$ cat src/rtl/bm_pkg.sv
// Types and constants shared by the block-matching cost stage and the minimum finder.
package bm_pkg;

  typedef struct packed {
    logic [7:0] v;
    logic [7:0] h;
  } coords_t;

  typedef enum logic [1:0] {IDLE, SWEEP, DRAIN} state_t;

  localparam int DRAIN_CYCLES = 2;
  localparam int PIPE_LAT     = 3;

endpackage

$ cat src/rtl/popcount_tree.sv
// Two registered stages: per-16-bit-slice popcounts, then a saturating total.
// The data word and a sideband word travel with the count so all outputs stay aligned.
module popcount_tree #(
  parameter int WIDTH  = 256,
  parameter int LOG_W  = $clog2(WIDTH),
  parameter int SIDE_W = 32
) (
  input  logic              clk,
  input  logic              reset_n,
  input  logic [WIDTH-1:0]  i_data,
  input  logic [SIDE_W-1:0] i_side,
  input  logic              i_valid,
  output logic [WIDTH-1:0]  o_data,
  output logic [SIDE_W-1:0] o_side,
  output logic [7:0]        o_sum,
  output logic              o_valid
);

  localparam int N_SLICE = WIDTH / 16;
  localparam int TOT_W   = LOG_W + 1;

  logic [N_SLICE-1:0][4:0] w_part;
  logic [N_SLICE-1:0][4:0] r_part;
  logic [WIDTH-1:0]        r_data;
  logic [SIDE_W-1:0]       r_side;
  logic                    r_valid;
  logic [TOT_W-1:0]        w_total;
  logic [7:0]              w_sum;

  // Each slice count is at most 16, so 5 bits suffice; the adder chain is unrolled per slice.
  for (genvar s = 0; s < N_SLICE; s++) begin : g_slice
    logic [TOT_W-1:0] w_acc;
    assign w_part[s] = 5'($countones(i_data[s*16 +: 16]));
    if (s == 0) begin : g_first
      assign w_acc = TOT_W'(r_part[s]);
    end else begin : g_next
      assign w_acc = g_slice[s-1].w_acc + TOT_W'(r_part[s]);
    end
  end

  assign w_total = g_slice[N_SLICE-1].w_acc;

  if (TOT_W > 8) begin : g_sat
    assign w_sum = (w_total > TOT_W'(255)) ? 8'hFF : w_total[7:0];
  end else begin : g_nosat
    assign w_sum = 8'(w_total);
  end

  always_ff @(posedge clk or negedge reset_n) begin
    if (!reset_n) begin
      r_part  <= '0;
      r_data  <= '0;
      r_side  <= '0;
      r_valid <= 1'b0;
    end else begin
      r_valid <= i_valid;
      if (i_valid) begin
        r_part <= w_part;
        r_data <= i_data;
        r_side <= i_side;
      end
    end
  end

  // Outputs only move on a valid result, so they hold between results.
  always_ff @(posedge clk or negedge reset_n) begin
    if (!reset_n) begin
      o_data  <= '0;
      o_side  <= '0;
      o_sum   <= '0;
      o_valid <= 1'b0;
    end else begin
      o_valid <= r_valid;
      if (r_valid) begin
        o_data <= r_data;
        o_side <= r_side;
        o_sum  <= w_sum;
      end
    end
  end

endmodule

$ cat src/rtl/hamming_cost_pipe.sv
// Hamming cost stage: holds one reference census block and streams XOR/popcount
// results with search coordinates for every candidate, 3 cycles after acceptance.
module hamming_cost_pipe
  import bm_pkg::*;
#(
  parameter int blk_size   = 256,
  parameter int n_h_pos    = 48,
  parameter int n_v_pos    = 1,
  parameter int blk_sz_log = $clog2(blk_size)
) (
  input  logic                clk,
  input  logic                reset_n,
  input  logic [blk_size-1:0] ref_blk,
  input  logic [15:0]         ref_blk_index,
  input  logic                ref_load,
  output logic                ref_ready,
  input  logic [blk_size-1:0] cand_blk,
  input  logic                cand_valid,
  output logic                cand_ready,
  output logic [blk_size-1:0] xors,
  output logic [7:0]          sum,
  output logic [15:0]         out_coords,
  output logic [15:0]         blk_index_o,
  output logic                sum_valid
);

  localparam logic [7:0] H_LAST     = 8'(n_h_pos - 1);
  localparam logic [7:0] V_LAST     = 8'(n_v_pos - 1);
  localparam logic [1:0] DRAIN_LAST = 2'(DRAIN_CYCLES - 1);

  state_t              r_state;
  logic [7:0]          r_hCnt;
  logic [7:0]          r_vCnt;
  logic [1:0]          r_drainCnt;
  logic                r_refReady;
  logic                r_candReady;
  logic [blk_size-1:0] r_refBlk;
  logic [15:0]         r_refIdx;
  logic                r_s1Valid;
  logic [blk_size-1:0] r_s1Xors;
  logic [31:0]         r_s1Side;
  logic                w_accept;
  coords_t             w_coords;
  logic [31:0]         w_sideOut;

  assign ref_ready  = r_refReady;
  assign cand_ready = r_candReady;
  assign w_accept   = cand_valid & r_candReady;
  assign w_coords   = '{v: r_vCnt, h: r_hCnt};

  // The reference is only captured in IDLE, so results still in flight keep their reference.
  always_ff @(posedge clk or negedge reset_n) begin
    if (!reset_n) begin
      r_state     <= IDLE;
      r_hCnt      <= H_LAST;
      r_vCnt      <= '0;
      r_drainCnt  <= '0;
      r_refReady  <= 1'b1;
      r_candReady <= 1'b0;
      r_refBlk    <= '0;
      r_refIdx    <= '0;
    end else begin
      case (r_state)
        IDLE: begin
          if (ref_load) begin
            r_refBlk    <= ref_blk;
            r_refIdx    <= ref_blk_index;
            r_state     <= SWEEP;
            r_refReady  <= 1'b0;
            r_candReady <= 1'b1;
          end
        end
        SWEEP: begin
          if (cand_valid) begin
            if (r_hCnt != 8'd0) begin
              r_hCnt <= r_hCnt - 8'd1;
            end else begin
              r_hCnt <= H_LAST;
              if (r_vCnt == V_LAST) begin
                r_vCnt      <= '0;
                r_drainCnt  <= '0;
                r_state     <= DRAIN;
                r_candReady <= 1'b0;
              end else begin
                r_vCnt <= r_vCnt + 8'd1;
              end
            end
          end
        end
        DRAIN: begin
          r_drainCnt <= r_drainCnt + 2'd1;
          if (r_drainCnt == DRAIN_LAST) begin
            r_state    <= IDLE;
            r_refReady <= 1'b1;
          end
        end
        default: r_state <= IDLE;
      endcase
    end
  end

  always_ff @(posedge clk or negedge reset_n) begin
    if (!reset_n) begin
      r_s1Valid <= 1'b0;
      r_s1Xors  <= '0;
      r_s1Side  <= '0;
    end else begin
      r_s1Valid <= w_accept;
      if (w_accept) begin
        r_s1Xors <= r_refBlk ^ cand_blk;
        r_s1Side <= {w_coords, r_refIdx};
      end
    end
  end

  popcount_tree #(
    .WIDTH (blk_size),
    .LOG_W (blk_sz_log),
    .SIDE_W(32)
  ) u_popcount (
    .clk    (clk),
    .reset_n(reset_n),
    .i_data (r_s1Xors),
    .i_side (r_s1Side),
    .i_valid(r_s1Valid),
    .o_data (xors),
    .o_side (w_sideOut),
    .o_sum  (sum),
    .o_valid(sum_valid)
  );

  assign out_coords  = w_sideOut[31:16];
  assign blk_index_o = w_sideOut[15:0];

endmodule

$ cat config.mk
export PLATFORM = sky130hd
export DESIGN_NAME = hamming_cost_pipe
export DESIGN_NICKNAME = d
export VERILOG_FILES = /design/src/rtl/bm_pkg.sv /design/src/rtl/popcount_tree.sv /design/src/rtl/hamming_cost_pipe.sv
export SDC_FILE = /design/constraint.sdc
export NUM_CORES = 2
export LEC_CHECK = 0
export BUFFER_PORTS_ARGS = -buffer_cell sky130_fd_sc_hd__buf_4
export CORE_UTILIZATION = 30
export CTS_CLUSTER_SIZE = 8
export DETAILED_ROUTE_END_ITERATION = 8
export GPL_TIMING_DRIVEN = 0
export PLACE_DENSITY_LB_ADDON = 0.15
export SYNTH_ARGS = -nofsm -noshare
export SYNTH_HDL_FRONTEND = slang
export SYNTH_HIERARCHICAL = 1
export SYNTH_SLANG_ARGS = --single-unit
export TNS_END_PERCENT = 50
$ cat constraint.sdc
create_clock -name clk -period 10.2 [get_ports clk]
set_input_delay 0.51 -clock clk [delete_from_list [all_inputs] [get_ports clk]]
set_output_delay 0.51 -clock clk [all_outputs]
set_load 0.05 [all_outputs]
== After elaboration in Yosys (flattened, before gate mapping) ==
Index checks and enable logic that the tools add are counted.
Word-level totals
  logic and storage cells: 338
  output and inout port bits: 299
  bits of input ports: 532
  flip-flop bits (word level): 1249
Operators by class
  magnitude comparators: 1
  muxes and demuxes: 21
  bitwise logic cells: 3
  reduce and logical (&&, ||, !) cells: 13
  $add $sub $neg: 258
  eq/ne operators: 8
Operators with widths (count)
  $add 5x5->5: 112
  $add 1x1->2: 128
  $xor 256x256->256: 1
  $add 9x5->9: 14
  $mux 8: 3
  $mux 2: 8
  $ne 2x2->1 const B: 5
  $reduce_and 5->1: 2
  $gt 9x8->1 const B: 1
  $add 8x1->8 const B: 1
  $logic_not 8->1: 1
  $reduce_bool 8->1: 1
  $sub 8x1->8 const B: 1
  $add 5x5->6: 1
  $mux 1: 6
  $pmux 2 s3: 1
  $reduce_and 3->1: 2
  $reduce_bool 2->1: 3
  $eq 2x1->1 const B: 2
  $pmux 1 s2: 2
  $pmux 2 s2: 1
  $reduce_and 2->1: 2
  $reduce_and 4->1: 1
  $add 2x1->2 const B: 1
  other kinds (4): 4

== Longest topological paths before layout ==
  depth after elaboration: 17
  depth in mapped cells: 20

== By module ==
Netlist, hierarchy kept.
Modules (own cells, without submodules)
  popcount_tree: area each 32701.4 um2, instances 1, cells each 2316
  hamming_cost_pipe: area each 23397.4 um2, instances 1, cells each 1832

== Worst setup path before layout ==
Ideal clock, no wire load.
  path kind: flip-flop to flip-flop
  start point: reg u_popcount/r_part[37] (netlist name)
  end point: reg u_popcount.o_sum[0]
  setup time: 121 ps
  buffers on the path: 0
  stages on the path, launching flop included: 19
  arrival: 5020 ps
  clock period less this slack: 5141 ps
  slack: 5059 ps
  required time: 10079 ps
  cells stage by stage: dfrtp_1 fa_1 inv_1 fa_1 inv_1 fa_1 fa_1 fa_1 inv_1 fa_1 inv_1 ha_1 inv_1 fa_1 nand2b_1 a21oi_2 a211oi_2 mux2_4 o22a_1
Between the ends
  longest elaborated chain between the ends: 11
Ends and longest elaborated chain
  start: declaration: line popcount_tree.sv:23  | logic [N_SLICE-1:0][4:0] r_part;
  start signal: assignment: line popcount_tree.sv:58  | r_part <= w_part;
  $add 9x5->9 (9 in a row): line popcount_tree.sv:37  | assign w_acc = g_slice[s-1].w_acc + TOT_W'(r_part[s]);
  $gt 9x8->1: line popcount_tree.sv:44  | assign w_sum = (w_total > TOT_W'(255)) ? 8'hFF : w_total[7:0];
  $mux 8: line popcount_tree.sv:44
  end signal: assignment: line popcount_tree.sv:77  | o_sum <= w_sum;
  end: declaration: line popcount_tree.sv:15  | output logic [7:0] o_sum,
No other way between the ends.
A chain may end at the register's enable or synchronous reset.

== Final worst setup path ==
  start point: reg u_popcount/r_part[12] (netlist name)
  end point: reg u_popcount.o_sum[6]
Between the ends
  longest elaborated chain between the ends: 16
Ends and longest elaborated chain (line)
  $add 9x5->9 * (14 in a row): popcount_tree.sv:37
  $gt 9x8->1: popcount_tree.sv:44
  $mux 8 *: popcount_tree.sv:44
Mark *: on every way between the ends. The rest lies on a longest branch, timed or not.

==> results.rst <==
.. list-table::
   :header-rows: 1

   * - Metric
     - Value
   * - Outcome
     - finished, final reports clean
   * - Resized cells post-CTS
     - 0
   * - Number of clock sinks
     - 1,249
   * - Number of port buffers
     - 830
   * - Hold Vio Cnt, Final
     - 0
   * - Top flip-flop cell by instance count after synthesis
     - dfrtp_1
   * - Via count
     - 35.42k
   * - First-pass GRT wire length
     - 249,200 um
   * - Depth of the worst hold-timing path
     - 3
   * - Detailed-route vias per instance
     - 4.383
   * - Layout Skew
     - 0.02340 ns
   * - Worst slew margin relative to its limit
     - 8.987%
   * - RSZ-0062 raised after global routing
     - false
   * - Path class of the lowest-slack min-delay path
     - in2reg
   * - Leading post-synthesis cells by cell area
     - dfrtp_1 55%, mux2_2 18%, fa_1 8.0%, xnor2_1 4.6%, inv_1 2.8%
   * - Area added between synthesis and finish
     - 32.74%
   * - Overflow after GRT
     - 0
   * - H-tree level count
     - 4
   * - Register bit total from synthesis
     - 1,249
   * - Maximum number of pins on one net before global-route repair
     - 169
   * - Count of cell types in the netlist
     - 48
   * - Net count after synthesis
     - 5,023
   * - Compound-Gate Fraction of Synth Area
     - 3.722%
   * - Placed Cells incl. Taps
     - 7,466
   * - Clock Tree Buf Depth
     - 3
   * - Final Setup Violations
     - 0
   * - Post-Layout Cell Count
     - 8,083
   * - YS warnings
     - 6
   * - Adder-Cell Fraction of Synth Area
     - 10.66%
   * - Part of the cycle the worst path needs
     - 53.30%
   * - Clock buffers created by TritonCTS
     - 177
   * - Setup TNS
     - 0 ns
   * - Type of element capturing the critical path
     - flip-flop
   * - Detailed Route Iter0 Violations
     - 1,390
   * - Proportion of netlist area held by the largest area contributor
     - 55.45%
   * - Most numerous cell in the Yosys netlist
     - dfrtp_1
   * - Critical path required time
     - 10.87 ns
   * - Area post-placement
     - 65,680 sq um
   * - Top Ports
     - 831
   * - Max-cap violation count
     - 0
   * - Count of nets left with antenna violations after detail routing
     - 0
   * - Number of flops mapped to enable cells by yosys
     - 0
   * - Area of the die
     - 188,700 sq um
   * - Xor and xnor area share after synthesis
     - 4.731%
   * - Final layout net count
     - 6,434
   * - Arrival @ worst endpoint
     - 6.11 ns
   * - Detailed Route WL
     - 167,600 um
   * - Number of placement rows
     - 158
   * - Sequential area share after synthesis
     - 55.73%
   * - Remaining DRCs
     - 0
   * - Die Wd
     - 434.4 um
   * - Placer's final routability congestion estimate
     - 0.7710
   * - Most instantiated cells after synthesis
     - 1,243 x dfrtp_1, 900 x mux2_2, 421 x inv_1
   * - Vias in the first global route
     - 38.54k
   * - Ratio of cells with drive above 1 in the final layout
     - 36.20%
   * - Critical setup path kind
     - reg2reg
   * - Post-Layout Inst Area
     - 74,470 sq um
   * - Clock tree from TritonCTS
     - yes
   * - Initial cell density of the core
     - 30.22%
   * - Highest clock rate
     - 183.9 MHz
   * - Antenna violations before repair
     - 9
   * - Buffer cell driving the clock tree root
     - clkbuf_16
   * - Share of cell area taken by muxes after synthesis
     - 18.40%
   * - Post-route worst hold slack
     - 0.05285 ns
   * - Synth area leader
     - dfrtp_1
   * - R2r worst-path depth
     - 18
   * - Core box area
     - 185,600 sq um
   * - Share of synthesized flip-flops with an asynchronous set or reset
     - 100.0%
   * - Slew at the pin with the worst max-slew slack
     - 1.365 ns
   * - Combined global-route utilization of all metal layers
     - 17.82%
   * - Maximum fanout count along the critical path
     - 8
   * - Source-to-sink clock delay at the later pin of the worst-skew pair
     - 0.80 ns
   * - Routed length per placed instance
     - 20.74 um
   * - Post-Synthesis Mean Instance Area
     - 13.52 sq um
   * - Min cycle time layout
     - 5.437 ns
   * - FILL cells
     - 17.75k
   * - Startpoint types
     - flip-flop
   * - Clock edge transition at the registers on the reported setup and hold paths
     - 0.05 ns
   * - Count of TritonRoute iterations in the first routing pass
     - 5
   * - Final Slew Violations
     - 0
   * - Post-Synthesis Cell Area
     - 56,100 sq um
   * - Post-detailed-placement half-perimeter wirelength
     - 124,700 um
   * - Post-synthesis instance total
     - 4,148
   * - Combinational family with the most area after synthesis
     - multiplexers
   * - Area fraction in and, or, nand and nor cells after synthesis
     - 2.607%
   * - Chip Height
     - 434.4 um
-- logic make-up after synthesis --
kind of cell | after synthesis
adder cells (fa/ha/maj) | 343
flip-flops | 1249
buffers and inverters | 593
multiplexers | 918
AO/OA/AOI/OAI | 387
XOR/XNOR | 303
AND/OR/NAND/NOR | 355
-- timing repair --
| item | CTS | global route |
|---|---|---|
| setup buffers | 0 | 0 |
| hold buffers | 394 | 0 |
| endpoints found under the setup margin | 0 | 0 |
| endpoints found under the hold margin | 451 | 0 |
-- metal layers --
metal | routed length (um) | global-route usage (%)
met1 | 70780 | 22.36
met2 | 82960 | 29.90
met3 | 8450 | 4.270
met4 | 5438 | 6.084
met5 | 0 | 0
-- worst max-delay path: stages (launching register included) --
cell      delay [ns]
dfrtp_1         0.36
inv_1           0.06
fa_1            0.50
inv_1           0.06
fa_1            0.50
fa_1            0.57
fa_1            0.53
fa_1            0.54
inv_1           0.06
fa_1            0.46
inv_1           0.07
ha_1            0.19
inv_1           0.06
fa_1            0.40
nand2b_1        0.20
a21oi_2         0.14
a211oi_2        0.06
mux2_4          0.36
o22a_1          0.19
-- through the flow --
stage | worst slack, ns | util (%)
after floorplan | 5.059 | -
after global placement | -7.553 | 35.25
after detailed placement | 4.741 | 35.38
after CTS | 4.732 | 40.11
after global routing | 4.549 | 40.11
final | 4.763 | 40.12
-- layout by cell type, fill, tap and decap left out, drive strengths merged, types with 2 or more instances in the layout --
cell type,synthesis,layout
xor2,8,8
dfrtp,1243,1243
nor2b,17,17
o21ai,51,51
or4,2,2
dlygate4sd3,0,394
nor2,272,272
o21bai,2,2
nand4,3,3
nor4,3,3
clkinv,0,4
a21o,19,19
ha,118,118
clkbuf,87,293
dfstp,6,6
inv,421,430
xnor2,295,295
o22a,8,8
fa,225,225
mux2i,17,17
mux2,901,901
a21oi,287,287
nor3,6,6
nand3,4,4
a211oi,2,2
nand2b,3,3
nand2,38,38
buf,85,923
diode,0,3
o211ai,14,14
-- area by class of cell --
type                            instances  area (sq um)  area share [%]
Tap cell                             2480          3103           4.167
Clock buffer                          206          4652           6.247
Antenna cell                            3         7.507         0.01008
Multi-Input combinational cell       2306         22510           30.22
Inverter                              421          1580           2.122
Buffer                                172         755.7           1.015
Timing Repair Buffer                 1232         10420           13.99
Clock inverter                         14         185.2          0.2487
Sequential cell                      1249         31260           41.98
-- state kept, by name, summed over array words and instances, names as in the netlist, 2 cells and up --
signal                    count
r_hCnt                        8
r_refBlk                    256
r_drainCnt                    2
u_popcount/o_side            32
u_popcount/r_side            32
u_popcount/o_sum              8
u_popcount/o_data           256
r_state                       2
r_vCnt                        8
r_s1Xors                    256
u_popcount/r_part            75
u_popcount/r_data           256
r_s1Side                     32
u_popcount/g_slice.w_acc      5
r_refIdx                     16
-- path summary, 6_finish.rpt --
path | endpoint | from | slack, ns
min reg2reg | u_popcount/o_valid$_DFF_PN0_ | u_popcount/r_valid$_DFF_PN0_ | 0.38
max in group asynchronous | r_refIdx[12]$_DFFE_PN0P_ | reset_n | 7.53
max | u_popcount/o_sum[6]$_DFFE_PN0P_ | u_popcount/r_part[12]$_DFFE_PN0P_ | 4.76
min | r_s1Xors[37]$_DFFE_PN0P_ | cand_blk[37] | 0.05
max reg2reg | u_popcount/o_sum[6]$_DFFE_PN0P_ | u_popcount/r_part[12]$_DFFE_PN0P_ | 4.76
min in group asynchronous | r_refBlk[116]$_DFFE_PN0P_ | reset_n | 0.26
Power is left out: the tool's default activity adds up to more than one toggle a clock period on the data nets, which glitch-free logic cannot reach.
